===== src/rtl/pc_gen_if.sv =====
// Request/response bundle between the IF-stage PC generator and its controllers.
// Optional misalign reporting signals exist only when PC_ALIGN_CHK_EN is defined.
interface pc_gen_if #(
  parameter int XLEN = 32
);
  logic            stall_PC;
  logic            br_valid;
  logic [XLEN-1:0] br_target;
  logic            jmp_valid;
  logic [XLEN-1:0] jmp_target;
  logic            trap_valid;
  logic            halt_req;
  logic            resume;
  logic [XLEN-1:0] pc_out;
  logic [XLEN-1:0] pc_plus;
  logic            pc_valid;
  logic [1:0]      state;
`ifdef PC_ALIGN_CHK_EN
  logic            misalign_err;
  logic [XLEN-1:0] bad_addr;
`endif

  modport master (
    output stall_PC, br_valid, br_target, jmp_valid, jmp_target,
    output trap_valid, halt_req, resume,
`ifdef PC_ALIGN_CHK_EN
    input  misalign_err, bad_addr,
`endif
    input  pc_out, pc_plus, pc_valid, state
  );

  modport slave (
    input  stall_PC, br_valid, br_target, jmp_valid, jmp_target,
    input  trap_valid, halt_req, resume,
`ifdef PC_ALIGN_CHK_EN
    output misalign_err, bad_addr,
`endif
    output pc_out, pc_plus, pc_valid, state
  );
endinterface


===== src/rtl/pc_gen.sv =====
// IF-stage program-counter generator: prioritised redirects, stall, boot delay, halt/resume FSM.
// Optional PC_ALIGN_CHK_EN turns misaligned br/jmp targets into a trap with misalign_err/bad_addr.
module pc_gen #(
  parameter int              XLEN         = 32,
  parameter logic [XLEN-1:0] RESET_VECTOR = XLEN'(32'h0000_0000),
  parameter logic [XLEN-1:0] TRAP_VECTOR  = XLEN'(32'h0000_0100),
  parameter int              INC          = 4,
  parameter int              BOOT_WAIT    = 4
) (
  input  logic     clk,
  input  logic     reset,
  pc_gen_if.slave  pif
);
  localparam logic [1:0] BOOT = 2'b00;
  localparam logic [1:0] RUN  = 2'b01;
  localparam logic [1:0] HALT = 2'b10;

  localparam int CNT_W = (BOOT_WAIT < 2) ? 1 : $clog2(BOOT_WAIT);

  logic [XLEN-1:0]  pc_q;
  logic             vld_q;
  logic [1:0]       state_q;
  logic [CNT_W-1:0] boot_cnt;
  logic             boot_done;

  logic [XLEN-1:0]  seq_pc;
  logic [XLEN-1:0]  redir_tgt;
  logic             redir_sel;
  logic [XLEN-1:0]  next_pc;

`ifdef PC_ALIGN_CHK_EN
  logic             misalign;
  logic             err_q;
  logic [XLEN-1:0]  bad_q;
`endif

  // BOOT_WAIT==0 leaves BOOT on the first edge after reset release.
  assign boot_done = (BOOT_WAIT == 0) || (boot_cnt == CNT_W'(BOOT_WAIT - 1));

  assign seq_pc    = pc_q + XLEN'(INC);
  assign redir_sel = pif.br_valid | pif.jmp_valid;
  assign redir_tgt = pif.br_valid ? pif.br_target : pif.jmp_target;

  // Next PC in RUN: trap > branch > jump > stall-hold > sequential.
  always_comb begin
    next_pc = seq_pc;
`ifdef PC_ALIGN_CHK_EN
    misalign = 1'b0;
`endif
    if (pif.trap_valid) begin
      next_pc = TRAP_VECTOR;
    end else if (redir_sel) begin
`ifdef PC_ALIGN_CHK_EN
      misalign = |redir_tgt[1:0];
      next_pc  = misalign ? TRAP_VECTOR : redir_tgt;
`else
      next_pc  = {redir_tgt[XLEN-1:2], 2'b00};
`endif
    end else if (pif.stall_PC) begin
      next_pc = pc_q;
    end
  end

  always_ff @(posedge clk) begin
    if (!reset) begin
      pc_q     <= RESET_VECTOR;
      vld_q    <= 1'b0;
      state_q  <= BOOT;
      boot_cnt <= '0;
    end else begin
      case (state_q)
        BOOT: begin
          if (boot_done) begin
            state_q <= RUN;
            vld_q   <= 1'b1;
          end else begin
            boot_cnt <= boot_cnt + CNT_W'(1);
          end
        end
        RUN: begin
          // halt still lets this cycle's next PC land
          pc_q <= next_pc;
          if (pif.halt_req) begin
            state_q <= HALT;
            vld_q   <= 1'b0;
          end
        end
        HALT: begin
          if (pif.trap_valid) begin
            pc_q    <= TRAP_VECTOR;
            state_q <= RUN;
            vld_q   <= 1'b1;
          end else if (pif.resume) begin
            state_q <= RUN;
            vld_q   <= 1'b1;
          end
        end
        default: begin
          state_q <= BOOT;
          vld_q   <= 1'b0;
        end
      endcase
    end
  end

`ifdef PC_ALIGN_CHK_EN
  // misalign is already suppressed by trap_valid inside the priority mux.
  always_ff @(posedge clk) begin
    if (!reset) begin
      err_q <= 1'b0;
      bad_q <= '0;
    end else begin
      err_q <= (state_q == RUN) && misalign;
      if ((state_q == RUN) && misalign) bad_q <= redir_tgt;
    end
  end

  assign pif.misalign_err = err_q;
  assign pif.bad_addr     = bad_q;
`endif

  assign pif.pc_out   = pc_q;
  assign pif.pc_plus  = seq_pc;
  assign pif.pc_valid = vld_q;
  assign pif.state    = state_q;
endmodule


===== src/flat_wrapper.sv =====
// flat-port wrapper written by rule: the top's interface ports become plain ports
module pc_gen_flat 
#(
  parameter int              XLEN         = 32,
  parameter logic [XLEN-1:0] RESET_VECTOR = XLEN'(32'h0000_0000),
  parameter logic [XLEN-1:0] TRAP_VECTOR  = XLEN'(32'h0000_0100),
  parameter int              INC          = 4,
  parameter int              BOOT_WAIT    = 4
)
  (clk, reset, pif_stall_PC, pif_br_valid, pif_br_target, pif_jmp_valid, pif_jmp_target, pif_trap_valid, pif_halt_req, pif_resume, pif_pc_out, pif_pc_plus, pif_pc_valid, pif_state);
  pc_gen_if #(.XLEN(XLEN)) pif_i ();
  input  logic clk;
  input  logic reset;
  input wire logic [$bits(pif_i.stall_PC)-1:0] pif_stall_PC;
  input wire logic [$bits(pif_i.br_valid)-1:0] pif_br_valid;
  input wire logic [$bits(pif_i.br_target)-1:0] pif_br_target;
  input wire logic [$bits(pif_i.jmp_valid)-1:0] pif_jmp_valid;
  input wire logic [$bits(pif_i.jmp_target)-1:0] pif_jmp_target;
  input wire logic [$bits(pif_i.trap_valid)-1:0] pif_trap_valid;
  input wire logic [$bits(pif_i.halt_req)-1:0] pif_halt_req;
  input wire logic [$bits(pif_i.resume)-1:0] pif_resume;
  output wire logic [$bits(pif_i.pc_out)-1:0] pif_pc_out;
  output wire logic [$bits(pif_i.pc_plus)-1:0] pif_pc_plus;
  output wire logic [$bits(pif_i.pc_valid)-1:0] pif_pc_valid;
  output wire logic [$bits(pif_i.state)-1:0] pif_state;
  assign pif_i.stall_PC = pif_stall_PC;
  assign pif_i.br_valid = pif_br_valid;
  assign pif_i.br_target = pif_br_target;
  assign pif_i.jmp_valid = pif_jmp_valid;
  assign pif_i.jmp_target = pif_jmp_target;
  assign pif_i.trap_valid = pif_trap_valid;
  assign pif_i.halt_req = pif_halt_req;
  assign pif_i.resume = pif_resume;
  assign pif_pc_out = pif_i.pc_out;
  assign pif_pc_plus = pif_i.pc_plus;
  assign pif_pc_valid = pif_i.pc_valid;
  assign pif_state = pif_i.state;
  pc_gen #(.XLEN(XLEN), .RESET_VECTOR(RESET_VECTOR), .TRAP_VECTOR(TRAP_VECTOR), .INC(INC), .BOOT_WAIT(BOOT_WAIT)) u_core (.clk(clk), .reset(reset), .pif(pif_i));
endmodule

===== config.mk =====
export PLATFORM = sky130hd
export DESIGN_NAME = pc_gen_flat
export DESIGN_NICKNAME = d
export VERILOG_FILES = /design/src/rtl/pc_gen_if.sv /design/src/rtl/pc_gen.sv /design/src/flat_wrapper.sv
export SDC_FILE = /design/constraint.sdc
export NUM_CORES = 1
export LEC_CHECK = 0
export CORE_MARGIN = 8
export CORE_UTILIZATION = 43
export DETAILED_ROUTE_END_ITERATION = 8
export PLACE_DENSITY = 0.88
export SYNTH_ARGS = -nofsm -noshare
export SYNTH_HDL_FRONTEND = slang
export SYNTH_SLANG_ARGS = --single-unit

===== constraint.sdc =====
create_clock -name clk -period 5.5 [get_ports clk]
set_input_delay 1.1 -clock clk [delete_from_list [all_inputs] [get_ports clk]]
set_output_delay 1.1 -clock clk [all_outputs]
set_load 0.01 [all_outputs]

==> metrics.txt <==
post-synthesis cell area 0.00266 mm^2; Post-synth EDFFs 0; Place WS 1370 ps; Mapped Avg Cell Area 7.84 um^2; Hold WC Path Type register to register; Max-Cap Viols 0; Largest delay share family, worst path simple AND/OR/NAND/NOR gates; Resized cells post-CTS 0; FILL cells 517; layout cells sized above 1 4.36%; setup ws final 1320 ps; worst path required time 4400 ps; Vias/cell 5.97; Ys Warns 0; most common cell after layout, fill and taps aside clkdlybuf4s50_1; vias in the first global route just over 3000; Mapped Cells between 300 and 400; post-route minimum period between 4000 and 5000 ps; Setup TNS 0 ps; cts hold-fix bufs 0; Site Rows 28; Area Growth Syn to Fin 51.3%; DRT Wirelength between 9000 and 10000 um; Clock Path Buffers 2; Setup crit start kind register; Pwr Density 260 mW/mm^2; FMAX ~240 MHz; Layout Skew 8.50 ps; Critical Path Max Stage Delay ~600 ps; Tcrit/Tclk final 76.0%; Layout Nets 537; Worst VDD drop between 0.15 and 0.2 mV; setup bufs post-CTS 0; sequential element share of the synthesized area 25.6%; Tot GR Track Use 21.0%; final setup fails 0; clk_lat worst skew 290 ps; Synth cell types around 60; leakage power figure between 1 and 1.5 nW; DRC Markers 0; Hold Vio Cnt, Final 0; Crit Path Max Fanout 8; Die ar. 0.00895 mm^2; TritonCTS buffer count 5; R2R Setup Slk 2320 ps; slew margin rel. between 20% and 30%; dominant synthesized flop cell dfxtp_1; FFs w/ async S/R, synth 0%; I/O pin cnt 139; clk sinks 34; RSZ-0062 raised after global routing false; global-route wire length before repair 15100 um; detailed-route wire length per cell between 15 and 20 um; Synth Register Bits 34; GP Congestion 0.861; Tightest Pin Transition 1050 ps; CTS H-tree depth 2; CTS clk-pin slew, worst paths around 60 ps; Die Ht 94.6 um; Max Transition Viols Final 0; total gr overflow 0; Critical Path End Type primary output; total power 1.04 mW; Root Driver clkbuf_8; CP Buf/Inv Count 1; Port Buffers 130; post-detail-place hpwl ~7500 um; DR iter-0 viols 188; most frequent cells in the layout 130 x clkdlybuf4s50_1, 34 x dfxtp_1, 30 x nand2_1; CP cell instances ha_1 -> nand3_1 -> nor4_1 -> nand4_1 -> nor2_1 -> xor2_1 -> clkdlybuf4s50_1; Post-DRT Antenna Nets 0; CP Class register to primary output; first-pass detailed-route iteration total 5; chip width roughly 95 um; largest net degree at the start of global routing 29; starting density of the core between 40 and 50%; Core Area approximately 0.006 mm^2; initial antenna violation count 0; vias 3187; status complete, no violations; CP max stage cell nor4_1; CP arrival approximately 3000 ps; CTS tree done; Antenna diodes 0
registers in the layout, indices dropped and copies added, names as in the netlist:
register           cells
u_core.pif.pc_out     30
u_core.boot_cnt        2
u_core.pif.state       2
tightest hold or removal path: stages, from the launching register on:
cell and delay [ps]:
dfxtp_1 350, nand2_1 70, a21oi_1 50
area by class of cell:
cell class	count	area, um^2	share of cell area (%)
Clock buffer	7	76.3	1.90
Timing Repair Buffer	133	1320	32.9
Inverter	9	33.8	0.840
Sequential cell	34	681	16.9
Multi-Input combinational cell	276	1810	45.1
Tap cell	75	93.8	2.33
synth_stat cells (2+ instances only):
cell type / instances / area [um^2]
dfxtp_1: 34 / 681
nand2_1: 30 / 113
nor2_1: 28 / 105
o21ai_0: 23 / 115
xnor2_1: 21 / 184
nand3_1: 18 / 90.1
a21oi_1: 16 / 80.1
clkbuf_1: 13 / 48.8
a22oi_1: 12 / 90.1
inv_1: 8 / 30.0
nor3_1: 8 / 40.0
and3_1: 7 / 43.8
buf_4: 7 / 52.6
nand4_1: 7 / 43.8
ha_1: 6 / 75.1
nor2b_1: 6 / 37.5
xor2_1: 6 / 52.6
a211oi_1: 5 / 37.5
mux2i_1: 5 / 50.1
nand2b_1: 5 / 31.3
o22ai_1: 5 / 31.3
o2bb2ai_1: 5 / 43.8
a21o_1: 4 / 30.0
a32oi_1: 4 / 35.0
o311ai_0: 4 / 35.0
a221oi_1: 3 / 26.3
a22o_1: 3 / 26.3
a31oi_1: 3 / 18.8
o31ai_1: 3 / 22.5
or3_1: 3 / 18.8
or4_4: 3 / 33.8
buf_1: 2 / 7.51
nor4_1: 2 / 12.5
o211ai_1: 2 / 15.0
o31a_1: 2 / 17.5
worst paths after layout:
check,start,depth (start not counted),to
setup / recovery,u_core.pif.pc_out[2],7,pif_pc_plus[30]
setup reg to reg,u_core.pif.state[0],7,u_core.pif.pc_out[22]
hold / removal,u_core.pif.pc_out[3],2,u_core.pif.pc_out[3]
hold reg to reg,u_core.pif.pc_out[3],2,u_core.pif.pc_out[3]
power breakdown:
part           switching, mW  total, mW  internal, mW  leakage (nW)
combinational          0.246      0.508         0.262          1.15
clock                 0.0921      0.179        0.0873        0.0383
sequential            0.0694      0.357         0.287         0.276
per-layer routing:
metal | part of all wire (%) | vias up | track usage (%)
met3 | 10 | 23 | 5.24
met1 | 38 | 1506 | 24.5
met5 | 0 | - | 0
met4 | 2.7 | 0 | 8.97
li1 | - | 1495 | -
met2 | 49 | 163 | 35.7
through the flow:
step / util, % / cell area [um^2] / std cells / hold WS [ps]
2_1_floorplan: - / 2670 / 342 / 465
3_3_place_gp: 66.2 / 3940 / 527 / 479
3_5_place_dp: 66.2 / 3940 / 527 / 514
4_1_cts: 67.5 / 4020 / 534 / 528
5_1_grt: 67.5 / 4020 / 534 / 567
6_report: 67.5 / 4020 / 534 / 521
logic make-up (layout without fill, tap and decap cells):
| group | Yosys count | count (layout) | synth area share (%) |
|---|---|---|---|
| other | 1 | 4 | 0.141 |
| flip-flops | 34 | 34 | 25.6 |
| adder cells (fa/ha/maj) | 6 | 6 | 2.83 |
| AND/OR/NAND/NOR | 131 | 131 | 27.1 |
| AO/OA/AOI/OAI | 102 | 102 | 26.3 |
| buffers and inverters | 32 | 149 | 6.59 |
| multiplexers | 5 | 5 | 1.88 |
| XOR/XNOR | 28 | 28 | 9.52 |
Note: power is estimated with default switching activity, not from simulation.
